`config.mk`:
```
export PLATFORM = sky130hd
export DESIGN_NAME = oam_dma
export DESIGN_NICKNAME = d
export VERILOG_FILES = /design/src/rtl/oam_dma.sv
export SDC_FILE = /design/constraint.sdc
export NUM_CORES = 1
export LEC_CHECK = 0
export ABC_AREA = 1
export CAP_MARGIN = 40
export CORE_ASPECT_RATIO = 0.9
export CORE_MARGIN = 8
export CORE_UTILIZATION = 53
export DETAILED_ROUTE_END_ITERATION = 8
export GPL_TIMING_DRIVEN = 0
export PLACE_DENSITY = 0.84
export SETUP_SLACK_MARGIN = 0.02
export SLEW_MARGIN = 40
export SYNTH_ARGS = -nofsm -noshare
export SYNTH_HDL_FRONTEND = slang
export SYNTH_SLANG_ARGS = --single-unit
```
`constraint.sdc`:
```
create_clock -name CPUCLK -period 3.65 [get_ports CPUCLK]
set_clock_uncertainty 0.05 [all_clocks]
set_input_delay 0.73 -clock CPUCLK [delete_from_list [all_inputs] [get_ports CPUCLK]]
set_output_delay 0.73 -clock CPUCLK [all_outputs]
set_load 0.02 [all_outputs]
```
`src/rtl/oam_dma.sv`:
```
// Sprite OAM DMA engine: halts the CPU, takes the CPU bus and copies one
// page of CPU memory into the PPU OAM data register, one get/put pair per byte.
//
// state   | meaning
// --------+--------------------------------------------------------------
// S_IDLE  | CPU owns the bus, waiting for a $4014 write
// S_HALT  | RDY low, waiting for the CPU to reach a read cycle
// S_ALIGN | one dummy cycle so the first get lands on an even (PAR=0) cycle
// S_READ  | get: read {page, idx} from the CPU bus
// S_WRITE | put: write the fetched byte to OAM_REG, advance idx
module oam_dma #(
  parameter logic [15:0] OAM_REG  = 16'h2004,
  parameter int          XFER_LEN = 256
) (
  input  logic        CPUCLK,
  input  logic        RST,
  input  logic        DMA_REQ,
  input  logic [7:0]  CPUDI,
  input  logic        CPU_RW,
  output logic        RDY,
  output logic        DMA_EN,
  output logic [15:0] DMA_A,
  output logic        DMA_RW,
  output logic [7:0]  DMA_DO,
  input  logic [7:0]  DMA_DI,
  output logic        BUSY,
  output logic        DONE
);

  typedef enum logic [2:0] {
    S_IDLE  = 3'd0,
    S_HALT  = 3'd1,
    S_ALIGN = 3'd2,
    S_READ  = 3'd3,
    S_WRITE = 3'd4
  } state_t;

  // idx is 8 bits wide and only ever wraps; it never carries into the page.
  localparam logic [7:0] LAST_IDX = 8'(XFER_LEN - 1);

  state_t      state_q, state_d;
  logic        par_q, par_d;
  logic [7:0]  idx_q, idx_d;
  logic [7:0]  page_q, page_d;
  logic        rdy_q, rdy_d;
  logic        dma_en_q, dma_en_d;
  logic        dma_rw_q, dma_rw_d;
  logic [15:0] dma_a_q, dma_a_d;
  logic [7:0]  dma_do_q, dma_do_d;
  logic        busy_q, busy_d;
  logic        done_q, done_d;

  // Next-state and next-output logic; outputs are decoded from the next state
  // so every bus signal comes straight from a flop in the cycle it applies to.
  always_comb begin
    state_d  = state_q;
    par_d    = ~par_q;
    idx_d    = idx_q;
    page_d   = page_q;
    busy_d   = busy_q;
    done_d   = 1'b0;
    dma_a_d  = dma_a_q;
    dma_do_d = dma_do_q;

    case (state_q)
      S_IDLE: begin
        if (DMA_REQ) begin
          page_d  = CPUDI;
          idx_d   = '0;
          busy_d  = 1'b1;
          state_d = S_HALT;
        end
      end
      S_HALT: begin
        // The CPU only stops on a read; the first read cycle here is the halt
        // cycle, and its parity decides whether an extra align cycle is needed.
        if (CPU_RW) state_d = par_q ? S_READ : S_ALIGN;
      end
      S_ALIGN: begin
        state_d = S_READ;
      end
      S_READ: begin
        // The fetched byte is captured straight into the write-data flop.
        dma_do_d = DMA_DI;
        state_d  = S_WRITE;
      end
      S_WRITE: begin
        idx_d = idx_q + 8'd1;
        if (idx_q == LAST_IDX) begin
          busy_d  = 1'b0;
          done_d  = 1'b1;
          state_d = S_IDLE;
        end else begin
          state_d = S_READ;
        end
      end
      default: begin
        state_d = S_IDLE;
      end
    endcase

    rdy_d    = (state_d == S_IDLE);
    dma_en_d = (state_d == S_READ) || (state_d == S_WRITE);
    dma_rw_d = (state_d != S_WRITE);
    if (state_d == S_READ)  dma_a_d = {page_d, idx_d};
    if (state_d == S_WRITE) dma_a_d = OAM_REG;
  end

  // State and output registers with synchronous active-low reset.
  always_ff @(posedge CPUCLK) begin
    if (!RST) begin
      state_q  <= S_IDLE;
      par_q    <= 1'b0;
      idx_q    <= '0;
      page_q   <= '0;
      rdy_q    <= 1'b1;
      dma_en_q <= 1'b0;
      dma_rw_q <= 1'b1;
      dma_a_q  <= '0;
      dma_do_q <= '0;
      busy_q   <= 1'b0;
      done_q   <= 1'b0;
    end else begin
      state_q  <= state_d;
      par_q    <= par_d;
      idx_q    <= idx_d;
      page_q   <= page_d;
      rdy_q    <= rdy_d;
      dma_en_q <= dma_en_d;
      dma_rw_q <= dma_rw_d;
      dma_a_q  <= dma_a_d;
      dma_do_q <= dma_do_d;
      busy_q   <= busy_d;
      done_q   <= done_d;
    end
  end

  assign RDY    = rdy_q;
  assign DMA_EN = dma_en_q;
  assign DMA_RW = dma_rw_q;
  assign DMA_A  = dma_a_q;
  assign DMA_DO = dma_do_q;
  assign BUSY   = busy_q;
  assign DONE   = done_q;

endmodule
```
==> flow_summary.ini <==
[yosys]
synth.top_cell.area_share = 0.474
avgSynthCellArea_um2 = 7.61
netlist_area_mm2 = 0.00207
syn_nets = 293
synth_area_leaders = dfxtp_1 (47%), nand2_1 (11%), nand3_1 (7.3%), nor2_1 (6.0%), a21oi_1 (4.4%)
synth.largest_area_cell = dfxtp_1
yosys_warnings = 0
ys_ff_latch = 49
synth_cells = 272
yosysUniqueCellTypes = 26
ys_seq_area_frac = 0.474

[sta]
tightest_slew_ns = 0.500
setup_viol = 0
period_share = 0.607
slew_headroom = 0.667
period_minus_slack_ns = 2.22
fmax_mhz = 451
slew_violations = 0
rsz0062_at_grt = no
fin_setup_tns_ns = 0
hold_slack_ns = 0.364
hold_viol = 0

[critical_path]
path_max_fanout = 10
r2r_cells = 10
worstSetupPathType = primary input to flip-flop
cp-start-kind = primary input
end_kind = flip-flop
path_buf_inv = 4
path_cells = clkdlybuf4s50_1 -> inv_1 -> clkbuf_1 -> clkbuf_1 -> nor2_1
cpPeakStageDelay_ns = 0.52
timing.rr.end = DMA_A[10]
cp.arrival_ns = 2.35
r2r_setup_slack_ns = 1.84
crit_top_cell = clkbuf_1
crit_path_top_delay_cell = clkdlybuf4s50_1
cp_data_required_time_ns = 3.78
path_depth = 5
worstReg2RegStart = idx_q[1]
crit_family = buffers and inverters

[clock_tree]
postCtsSetupBuffers = 0
ctsHoldBuffers = 0
cts_tree = yes
clock_path_buffers = 2
cts_sinks = 49
numCtsBuffers = 5
cts-root-buf = clkbuf_8
clock_latency_ns = 0.31
htreeDepth = 2
path_clk_slew_ns = 0.09
cts_resized = 0

[die]
die_x_um = 81.9
num_rows = 21
die-area_mm2 = 0.00617
pin_count = 49
core-area_mm2 = 0.00373
chipHeight_um = 75.3
start_util = 0.555

[power_and_ir_drop]
leakagePower_nw = 1.08
powerDensity_mw_per_mm2 = 414
total_power_mw = 1.12
ir_drop_mv = 0.315

[cells_and_area]
stdcell_count = 374
fill_cells = 298
drive_gt1_frac = 0.143
area_growth_pct = 30.6
finalNetCount = 348
final_cell_mix = nand2_1 (61), dfxtp_1 (49), clkdlybuf4s50_1 (48), nor2_1 (33), nand3_1 (30)
layout_commonest_cell = nand2_1
antenna_cells = 0

[detailed_routing]
drt-met1-wl_mm = 2.22
drtIter0Drc = 130
drtAntennaViolNets = 0
via_per_inst = 5.18
wl_mm = 5.12
wire_per_inst_um = 13.7
vias = 1937
drt_pass1_iterations = 4
met2_length_mm = 2.35
met3_length_um = 453
drc = 0
highest_layer = met4

[placed_design]
numPortBuffers = 48
gp_congestion = 0.890
hpwl_mm = 3.65
dpl.cell_count = 366

[global_routing]
grt_max_degree = 16
grt_pass1_vias = 1995
antenna_found_initial = 0
gr-total-overflow = 0
grt_first_pass_wirelength_mm = 8.72
track_usage = 0.181

[hold_path]
hold_path.class = flip-flop to flip-flop
holdPathEnd = par_q
worstHoldPathCells = 1
worstHoldStart = par_q

[job]
max_cap_violations = 0

[run_status]
status = completed
[flip-flops by register name, indices dropped and copies added (netlist names)]
signal / flops
BUSY: 1
DMA_A: 16
DMA_DO: 8
DMA_EN: 1
DMA_RW: 1
DONE: 1
RDY: 1
idx_q: 8
page_q: 8
par_q: 1
state_q: 3
[power breakdown]
part,switching [mW],leakage [nW],internal [mW]
Sequential,0.0127,0.398,0.559
Combinational,0.127,0.636,0.0839
Clock,0.183,0.0512,0.154
[kinds of logic (layout without fill, tap and decap cells)]
group | after synthesis | count (layout) | synth area share
adder cells (fa/ha/maj) | 1 | 1 | 0.00604
AO/OA/AOI/OAI | 43 | 43 | 0.122
buffers and inverters | 36 | 92 | 0.0785
AND/OR/NAND/NOR | 143 | 143 | 0.320
flip-flops | 49 | 49 | 0.474
[synth_stat cells]
library cell / count
a21oi_1: 18
a21oi_2: 7
buf_4: 4
buf_8: 1
clkbuf_1: 3
clkinv_2: 1
dfxtp_1: 49
ha_1: 1
inv_1: 20
inv_2: 7
nand2_1: 61
nand2_2: 9
nand2_4: 3
nand3_1: 30
nand3_4: 1
nor2_1: 33
nor2_2: 2
nor2_4: 1
nor3_1: 1
nor3_4: 1
o21ai_0: 13
o21ai_1: 2
o21bai_1: 1
o22ai_1: 1
o31ai_2: 1
or2_2: 1
[worst max path at each step]
stage	end	from	slack, ns
floorplan	idx_q[0]	RST	2.05
global placement	idx_q[7]	RST	1.13
detailed placement	idx_q[3]	RST	1.12
CTS	idx_q[3]	RST	1.44
global route	idx_q[1]	RST	1.34
finish	idx_q[3]	RST	1.43
[final cells by class]
cell class | count | area (µm²) | area share
Sequential cell | 49 | 981 | 0.363
Clock buffer | 6 | 82.6 | 0.0305
Clock inverter | 2 | 13.8 | 0.00509
Timing Repair Buffer | 48 | 480 | 0.178
Buffer | 8 | 56.3 | 0.0208
Inverter | 28 | 106 | 0.0393
Tap cell | 46 | 57.6 | 0.0213
Multi-Input combinational cell | 187 | 927 | 0.343
[layer usage]
metal | vias up | GRT usage
met2 | 65 | 0.297
met3 | 10 | 0.0849
met4 | 0 | 0.0681
met1 | 886 | 0.201
li1 | 976 | -
met5 | - | 0
[stage by stage]
| step | utilization | cell area, µm² | setup slack, ns |
|---|---|---|---|
| after global routing | 0.725 | 2710 | 1.34 |
| after CTS | 0.725 | 2710 | 1.44 |
| after global placement | 0.699 | 2610 | 1.13 |
| final | 0.725 | 2710 | 1.43 |
| after floorplan | - | 2070 | 2.05 |
| after detailed placement | 0.699 | 2610 | 1.12 |
No activity file was read; power rests on OpenSTA's default activity.
